--- config.mk ---
export PLATFORM = sky130hd
export DESIGN_NAME = pulse_channel_gen
export DESIGN_NICKNAME = d
export VERILOG_FILES = /design/src/rtl/pulse_channel_gen.sv
export SDC_FILE = /design/constraint.sdc
export NUM_CORES = 1
export LEC_CHECK = 0
export CORE_MARGIN = 3
export CORE_UTILIZATION = 47
export CTS_BUF_LIST = sky130_fd_sc_hd__clkbuf_8
export CTS_CLUSTER_SIZE = 30
export DETAILED_ROUTE_END_ITERATION = 8
export GPL_TIMING_DRIVEN = 1
export PLACE_DENSITY = 0.67
export SLEW_MARGIN = 20
export SYNTH_ARGS = -nofsm -noshare
export SYNTH_HDL_FRONTEND = slang
export SYNTH_SLANG_ARGS = --single-unit
--- constraint.sdc ---
create_clock -name clk -period 3.7 [get_ports clk]
set_clock_uncertainty 0.1 [all_clocks]
set_input_delay 0.74 -clock clk [delete_from_list [all_inputs] [get_ports clk]]
set_output_delay 0.74 -clock clk [all_outputs]
set_load 0.02 [all_outputs]
--- src/rtl/pulse_channel_gen.sv ---
// Square-wave APU channel: envelope, sweep, timer, 8-step duty sequencer and length counter.
// Define PULSE_SWEEP_EN to build the sweep unit; without it the period changes only via register writes.
module pulse_channel_gen #(
  parameter int TIMER_W  = 11,
  parameter int NEG_ONES = 0,
  parameter int MIN_PER  = 8
) (
  input  logic       clk,
  input  logic       reset,
  input  logic       cpu_en,
  input  logic       apu_clk,
  input  logic       half_frame,
  input  logic       quarter_frame,
  input  logic [3:0] op,
  input  logic [7:0] wdata,
  input  logic       enable,
  output logic       length_status,
  output logic [3:0] wave,
  output logic [3:0] volume
);

  localparam logic [TIMER_W-1:0] MIN_PER_W = TIMER_W'(MIN_PER);
  // Step 0 is the leftmost bit of each pattern.
  localparam logic [3:0][7:0] DUTY_PAT = {8'b10011111, 8'b01111000, 8'b01100000, 8'b01000000};

  logic [7:0]         ctrl_reg;
  logic [TIMER_W-1:0] period_reg;
  logic [TIMER_W-1:0] timer_reg;
  logic [2:0]         seq_step_reg;
  logic [7:0]         length_reg;
  logic               env_start_reg;
  logic [3:0]         env_div_reg;
  logic [3:0]         env_decay_reg;

  logic               mute;
  logic               sweep_fire;
  logic [TIMER_W-1:0] sweep_period;
  logic               cpu_op_ctrl;
  logic               cpu_op_lo;
  logic               cpu_op_hi;

  assign cpu_op_ctrl = cpu_en & op[0];
  assign cpu_op_lo   = cpu_en & op[2];
  assign cpu_op_hi   = cpu_en & op[3];

  function automatic logic [7:0] len_lookup(input logic [4:0] idx);
    case (idx)
      5'd0:  len_lookup = 8'd10;
      5'd1:  len_lookup = 8'd254;
      5'd2:  len_lookup = 8'd20;
      5'd3:  len_lookup = 8'd2;
      5'd4:  len_lookup = 8'd40;
      5'd5:  len_lookup = 8'd4;
      5'd6:  len_lookup = 8'd80;
      5'd7:  len_lookup = 8'd6;
      5'd8:  len_lookup = 8'd160;
      5'd9:  len_lookup = 8'd8;
      5'd10: len_lookup = 8'd60;
      5'd11: len_lookup = 8'd10;
      5'd12: len_lookup = 8'd14;
      5'd13: len_lookup = 8'd12;
      5'd14: len_lookup = 8'd26;
      5'd15: len_lookup = 8'd14;
      5'd16: len_lookup = 8'd12;
      5'd17: len_lookup = 8'd16;
      5'd18: len_lookup = 8'd24;
      5'd19: len_lookup = 8'd18;
      5'd20: len_lookup = 8'd48;
      5'd21: len_lookup = 8'd20;
      5'd22: len_lookup = 8'd96;
      5'd23: len_lookup = 8'd22;
      5'd24: len_lookup = 8'd192;
      5'd25: len_lookup = 8'd24;
      5'd26: len_lookup = 8'd72;
      5'd27: len_lookup = 8'd26;
      5'd28: len_lookup = 8'd16;
      5'd29: len_lookup = 8'd28;
      5'd30: len_lookup = 8'd32;
      default: len_lookup = 8'd30;
    endcase
  endfunction

`ifdef PULSE_SWEEP_EN
  localparam logic [TIMER_W:0] NEG_ADJ = (TIMER_W+1)'(NEG_ONES != 0);

  logic [7:0]       sweep_reg;
  logic [2:0]       sdiv_reg;
  logic             sreload_reg;
  logic [TIMER_W:0] sweep_delta;
  logic [TIMER_W:0] sweep_target;

  assign sweep_delta  = {1'b0, period_reg} >> sweep_reg[2:0];
  assign sweep_target = sweep_reg[3] ? ({1'b0, period_reg} - sweep_delta - NEG_ADJ)
                                     : ({1'b0, period_reg} + sweep_delta);
  assign mute         = (period_reg < MIN_PER_W) | (~sweep_reg[3] & sweep_target[TIMER_W]);
  assign sweep_fire   = cpu_en & half_frame & (sdiv_reg == 3'd0) & sweep_reg[7]
                      & (sweep_reg[2:0] != 3'd0) & ~mute;
  assign sweep_period = sweep_target[TIMER_W-1:0];

  always_ff @(posedge clk) begin
    if (reset) begin
      sweep_reg   <= '0;
      sdiv_reg    <= '0;
      sreload_reg <= 1'b0;
    end else if (cpu_en) begin
      if (half_frame) begin
        if (sdiv_reg == 3'd0 || sreload_reg) begin
          sdiv_reg    <= sweep_reg[6:4];
          sreload_reg <= 1'b0;
        end else begin
          sdiv_reg <= sdiv_reg - 3'd1;
        end
      end
      if (op[1]) begin
        sweep_reg   <= wdata;
        sreload_reg <= 1'b1;
      end
    end
  end
`else
  logic unused_sweep_op;
  assign unused_sweep_op = op[1];
  assign mute            = period_reg < MIN_PER_W;
  assign sweep_fire      = 1'b0;
  assign sweep_period    = period_reg;
`endif

  always_ff @(posedge clk) begin
    if (reset) begin
      ctrl_reg      <= '0;
      period_reg    <= '0;
      timer_reg     <= '0;
      seq_step_reg  <= '0;
      length_reg    <= '0;
      env_start_reg <= 1'b0;
      env_div_reg   <= '0;
      env_decay_reg <= '0;
    end else if (cpu_en) begin
      if (cpu_op_ctrl) ctrl_reg <= wdata;

      // Register writes take priority over a sweep update in the same cycle.
      if (cpu_op_lo || cpu_op_hi) begin
        if (cpu_op_lo) period_reg[7:0] <= wdata;
        if (cpu_op_hi) period_reg[TIMER_W-1:8] <= wdata[TIMER_W-9:0];
      end else if (sweep_fire) begin
        period_reg <= sweep_period;
      end

      if (apu_clk) begin
        if (timer_reg == '0) begin
          timer_reg    <= period_reg;
          seq_step_reg <= seq_step_reg + 3'd1;
        end else begin
          timer_reg <= timer_reg - 1'b1;
        end
      end
      if (cpu_op_hi) seq_step_reg <= 3'd0;

      if (quarter_frame) begin
        if (env_start_reg) begin
          env_start_reg <= 1'b0;
          env_decay_reg <= 4'd15;
          env_div_reg   <= ctrl_reg[3:0];
        end else if (env_div_reg == 4'd0) begin
          env_div_reg <= ctrl_reg[3:0];
          if (env_decay_reg != 4'd0) env_decay_reg <= env_decay_reg - 4'd1;
          else if (ctrl_reg[5])      env_decay_reg <= 4'd15;
        end else begin
          env_div_reg <= env_div_reg - 4'd1;
        end
      end
      if (cpu_op_hi) env_start_reg <= 1'b1;

      if (!enable)
        length_reg <= 8'd0;
      else if (cpu_op_hi)
        length_reg <= len_lookup(wdata[7:3]);
      else if (half_frame && length_reg != 8'd0 && !ctrl_reg[5])
        length_reg <= length_reg - 8'd1;
    end
  end

  logic [3:0] duty_hits;
  genvar gi;
  generate
    for (gi = 0; gi < 4; gi++) begin : g_duty
      assign duty_hits[gi] = DUTY_PAT[gi][3'd7 - seq_step_reg];
    end
  endgenerate

  logic [3:0] env_volume;
  assign env_volume    = ctrl_reg[4] ? ctrl_reg[3:0] : env_decay_reg;
  assign length_status = length_reg != 8'd0;
  assign volume        = (length_status && !mute) ? env_volume : 4'd0;
  assign wave          = duty_hits[ctrl_reg[7:6]] ? volume : 4'd0;

endmodule

* After elaboration in Yosys (flattened, before gate mapping)
Memories as Yosys holds them, arrays and structs flattened.
Index checks and enable logic that the tools add are counted.
** Word-level totals
- ROM bits :: 256
- Memories kept :: 5
- Bits in registers :: 50
- Logic and storage cells :: 75
- Input port bits :: 19
- Output and inout bits :: 9
** Operators by class
- Magnitude comparators :: 3
- Bitwise operators :: 3
- Mux-type cells :: 24
- Eq/ne operators :: 1
- Reductions and logical operators :: 24
- Add/sub/neg operators :: 6
** Memory list
- (name not given) :: words 32, bits a word 7, read ports 1, clocked after Yosys merged registers in 0, write ports 0, RTL line 47 : case (idx)
- (name not given) :: words 8, bits a word 1, read ports 1, clocked after Yosys merged registers in 0, write ports 0, RTL line 187 : assign duty_hits[gi] = DUTY_PAT[gi][3'd7 - seq_step_reg];
- (name not given) :: words 8, bits a word 1, read ports 1, clocked after Yosys merged registers in 0, write ports 0, RTL line 187
- (name not given) :: words 8, bits a word 1, read ports 1, clocked after Yosys merged registers in 0, write ports 0, RTL line 187
- (name not given) :: words 8, bits a word 1, read ports 1, clocked after Yosys merged registers in 0, write ports 0, RTL line 187
** Operators by type and width (count)
- two-way mux 4 bit :: 9
- two-way mux 8 bit :: 3
- logical NOT 11 bit :: 1
- less-than comparator 11 x 4 -> 1 bit (second input constant) :: 1
- two-way mux 11 bit :: 1
- subtractor 11 x 1 -> 11 bit (second input constant) :: 1
- AND reduction 2 bit :: 5
- two-way mux 3 bit :: 3
- AND reduction 3 bit :: 3
- nonzero test 2 bit :: 4
- nonzero test 8 bit :: 1
- subtractor 4 x 1 -> 4 bit (second input constant) :: 2
- subtractor 8 x 1 -> 8 bit (second input constant) :: 1
- two-way mux 1 bit :: 7
- logical NOT 4 bit :: 1
- less-than comparator 3 x 4 -> 1 bit (second input constant) :: 1
- AND reduction 4 bit :: 1
- nonzero test 4 bit :: 1
- adder 3 x 1 -> 3 bit (second input constant) :: 1
- bitwise AND 1 bit :: 3
- logical AND 1 bit :: 3
- less-than comparator 2 x 3 -> 1 bit (second input constant) :: 1
- != test 3 x 1 -> 1 bit (second input constant) :: 1
- nonzero test 3 bit :: 1
- 4 further kinds :: 5

* Longest topological paths before layout
- Word-level depth :: 6
- Depth in mapped cells :: 8
- Depth with buffers taken out :: 7

* Worst setup path after synthesis
No wires, ideal clock.
- Kind :: reg2out
- Start :: register seq_step_reg[0]
- End :: output port wave[0]
- Data required time :: 2860 ps
- Arrival time :: 1707 ps
- Path slack :: 1153 ps
- Cell stages (with the launch flop) :: 7
- Buffers on the path :: 0
- Cell sequence :: dfxtp_1 inv_1 ha_1 nand3_1 o21ai_0 a221o_1 nor3_1
** On the way
- Cells in the longest elaborated chain, start to end :: 6
- Elaborated cells on any way between the ends :: 12
- Classes of those cells :: 1 x add/sub; 7 x mux; 4 x memory
** Ends and longest elaborated chain
- from (decl) :: RTL line 29 : logic [2:0] seq_step_reg;
- from (signal assigned) :: RTL line 152 : seq_step_reg <= seq_step_reg + 3'd1;
- subtractor 3 bit (*) :: RTL line 187
- memory (8 x 1 bit)
- two-way mux 1 bit (implied by the code) :: RTL line 187
- binary-select mux 1 bit (select 2 bit) (*) :: RTL line 195 : assign wave = duty_hits[ctrl_reg[7:6]] ? volume : 4'd0;
- two-way mux 1 bit (implied by the code) (*) :: RTL line 195
- two-way mux 4 bit (*) :: RTL line 195
- to (decl) :: RTL line 18 : output logic [3:0] wave,
Mark *: on every way between the ends. The rest lies on a longest branch, timed or not. The select of a mux whose other input is x is not followed.

* Worst setup path after layout
- Start :: register seq_step_reg[0]
- End :: output port wave[1]
The elaborated chain is that of the path after synthesis.

==> metrics.md <==
| Metric | Value |
|---|---|
| Status | `finished, final reports clean` |
| Hold-fix buffers, CTS | `0` |
| Multi-input gate area | `1880 um2` |
| Clock Sinks | `50` |
| Die Wd | `87.1 um` |
| WL/cell | `14.6 um` |
| Most used DFF post-synth | `dfxtp_1` |
| Max-Cap Viols | `0` |
| R2R Path Start | `length_reg[1]` |
| #FFs+latches synth | `50` |
| Die H | `87.1 um` |
| Fin crit share | `0.903` |
| Nets | `447` |
| CP Launch Point | `seq_step_reg[0]` |
| TNS Setup | `0 ns` |
| Fin util | `0.564` |
| Setup crit end | `wave[1]` |
| Worst flop-to-flop path endpoint | `length_reg[3]` |
| R2R setup slack | `1.78 ns` |
| Post-synthesis sequential area ratio | `0.323` |
| Clock Latency Late Sink | `0.31 ns` |
| Number of global-route vias before repair | `2,504` |
| Max_slew headroom | `0.580` |
| P_sw | `0.000865 W` |
| Global-route wire length before repair | `12,000 um` |
| Worst-margin pin slew | `0.627 ns` |
| Slew Limit Fails | `0` |
| Die area | `7590 um2` |
| Yosys top cell area share | `0.323` |
| Seq. cell area | `1000 um2` |
| Syn_nets | `433` |
| Synthesized area | `3090 um2` |
| Synth unique cells | `63` |
| Seq pwr share | `0.349` |
| Gr ovfl total | `0` |
| Pin count of the biggest net entering global routing | `29` |
| # Post-CTS Setup Buffers | `0` |
| CP arrival | `2.50 ns` |
| Avg Inst Size Synth | `7.75 um2` |
| Post-route ant nets | `0` |
| Critical Path Fanout Max | `4` |
| Unrepaired setup endpoints after global routing | `no` |
| Hold Fails Final Rpt | `0` |
| CP Data Required Time | `2.86 ns` |
| Standard-cell row count | `28` |
| Htree depth | `2` |
| Total GRT Usage | `0.196` |
| Maximum vdd drop | `378 uV` |
| Slowest CP cell | `clkdlybuf4s50_1` |
| Post-DP HPWL | `5260 um` |
| Vias | `2,808` |
| Core area | `6130 um2` |
| # IOs | `28` |
| Number of DRC markers in iteration 0 | `140` |
| Vias per cell | `5.74` |
| Fraction of layout cells with a size suffix above 1 | `0.0894` |
| Synth area leader | `dfxtp_1` |
| YS warnings | `0` |
| Root Driver | `clkbuf_8` |
| Starting Density | `0.505` |
| First-pass DRT Iterations | `4` |
| Ys async rst share | `0` |
| Crit path capture type | `output port` |
| Cell Int Power | `0.00122 W` |
| PD cells | `602 nW/um2` |
| Post-synth EDFFs | `0` |
| Leak | `1.22 nW` |
| Total wire length | `7140 um` |
| Number of remaining DRC errors | `0` |
| Setup-failing EPs final | `0` |
| CTS tree | `done` |
| Tmin final | `3.34 ns` |
| Area growth, synth to finish | `11.8%` |
| CP Cell Sequence | `inv_1 > ha_1 > nand3_1 > o21ai_0 > a221o_1 > nor3_1 > clkdlybuf4s50_1` |
| Startpoint types | `register` |
| Initial antenna violation count | `0` |
| Clock transition at path regs | `0.10 ns` |
| Mapped Cells | `399` |
| Peak Freq | `0.299 GHz` |
| Path depth of the worst reg2reg path | `6` |
| Clock Path Buffers | `2` |
| Hold Crit Class | `register to register` |
| Crit path largest cell delay | `0.64 ns` |
| WHS | `0.355 ns` |
| Clock Power Share | `0.169` |
| CP Class | `register to output port` |
| Post_cts resized | `0` |
| Final GP Congestion | `0.857` |
| PortBufs | `26` |
| Antenna cells | `0` |
| Switching part of the total power | `0.416` |
| Hold path depth | `2` |
| CTS buffer count | `5` |
| Comb pwr share | `0.482` |
| Fill cell count | `582` |
| Area contributors post-synth | `dfxtp_1, a21oi_1, ha_1` |
-- through the flow --
stage / total power, W / instance area (um2) / worst slack, ns / std cells
6_report: 0.00208 / 3460 / 0.360 / 489
5_1_grt: 0.00225 / 3460 / 0.202 / 489
3_5_place_dp: 0.00173 / 3360 / 0.728 / 481
2_1_floorplan: 0.00158 / 3090 / 1.15 / 399
4_1_cts: 0.00208 / 3460 / 0.366 / 489
3_3_place_gp: 0.00171 / 3360 / 0.754 / 481
-- critical path: cells and delay by family, from the launching register on --
family | cells | cell delay (ns)
AO/OA/AOI/OAI | 2 | 0.45
adder cells (fa/ha/maj) | 1 | 0.32
buffers and inverters | 2 | 0.70
flip-flops | 1 | 0.41
AND/OR/NAND/NOR | 2 | 0.31
-- cells in the final DEF, fill, tap and decap left out, types with 7 or more instances in the layout --
master / count
nor3_1: 14
a31oi_1: 8
nand3_1: 24
clkdlybuf4s50_1: 25
nand2_1: 50
xnor2_1: 7
o21ai_0: 21
nor2_1: 26
ha_1: 15
dfxtp_1: 50
inv_1: 24
a21oi_1: 43
-- Yosys cell counts (2+ instances only) --
cell and instances:
buf_2 6, buf_1 4, nor2b_1 4, nand4_1 2
nor3_1 14, mux2_2 2, o211ai_1 2, o21ai_1 2
nor3b_1 2, mux2i_1 6, and2_2 3, nor3_2 3
nand2b_1 5, a22oi_1 3, and4_1 2, a211oi_1 2
nand2_1 50, dfxtp_1 50, xnor2_1 7, nor2_2 2
nor2_1 26, inv_1 24, a221oi_1 3, and3_1 3
a21oi_2 2, nor4_1 5, o32ai_1 6, ha_1 15
o21ai_0 21, a31oi_1 8, a311oi_1 4, and2_1 2
clkbuf_1 11, buf_6 3, nand3b_1 2, nand3_1 24
a21oi_1 43
-- power groups by stage --
stage / clock network, W / logic [W] / registers (W)
4_1_cts: 0.000363 / 0.000996 / 0.000725
3_3_place_gp: 0 / 0.000973 / 0.000737
3_5_place_dp: 0 / 0.000991 / 0.000737
6_report: 0.000352 / 0.00100 / 0.000727
2_1_floorplan: 0 / 0.000870 / 0.000713
5_1_grt: 0.000387 / 0.00113 / 0.000741
-- worst min-delay path by stage --
stage	from	to	slack, ns
2_1_floorplan	period_reg[2]	period_reg[2]	0.33
3_3_place_gp	period_reg[0]	period_reg[0]	0.34
3_5_place_dp	period_reg[2]	period_reg[2]	0.34
4_1_cts	period_reg[2]	period_reg[2]	0.36
5_1_grt	period_reg[2]	period_reg[2]	0.38
6_report	period_reg[2]	period_reg[2]	0.35
-- per-layer routing --
metal | GRT usage | up-vias | part of all wire | routed length, um
met5 | 0 | - | 0 | 0
met4 | 0.0377 | 0 | 0.0071 | 51
met3 | 0.0407 | 5 | 0.041 | 292
met2 | 0.297 | 44 | 0.44 | 3150
met1 | 0.288 | 1309 | 0.51 | 3640
li1 | - | 1450 | - | -
-- area by class of cell --
| class | instances | share of cell area |
|---|---|---|
| clock buffer | 6 | 0.0239 |
| inverter | 24 | 0.0260 |
| sequential | 50 | 0.289 |
| tap | 75 | 0.0271 |
| multi-input combinational | 300 | 0.542 |
| clock inverter | 2 | 0.00470 |
| timing repair buffer | 32 | 0.0868 |
-- logic make-up after synthesis --
logic type	Yosys count	share of synthesized area
adder cells (fa/ha/maj)	15	0.0607
multiplexers	8	0.0267
AND/OR/NAND/NOR	163	0.286
XOR/XNOR	8	0.0226
flip-flops	50	0.323
AO/OA/AOI/OAI	106	0.210
buffers and inverters	49	0.0704
Note: power is estimated with default switching activity, not from simulation.
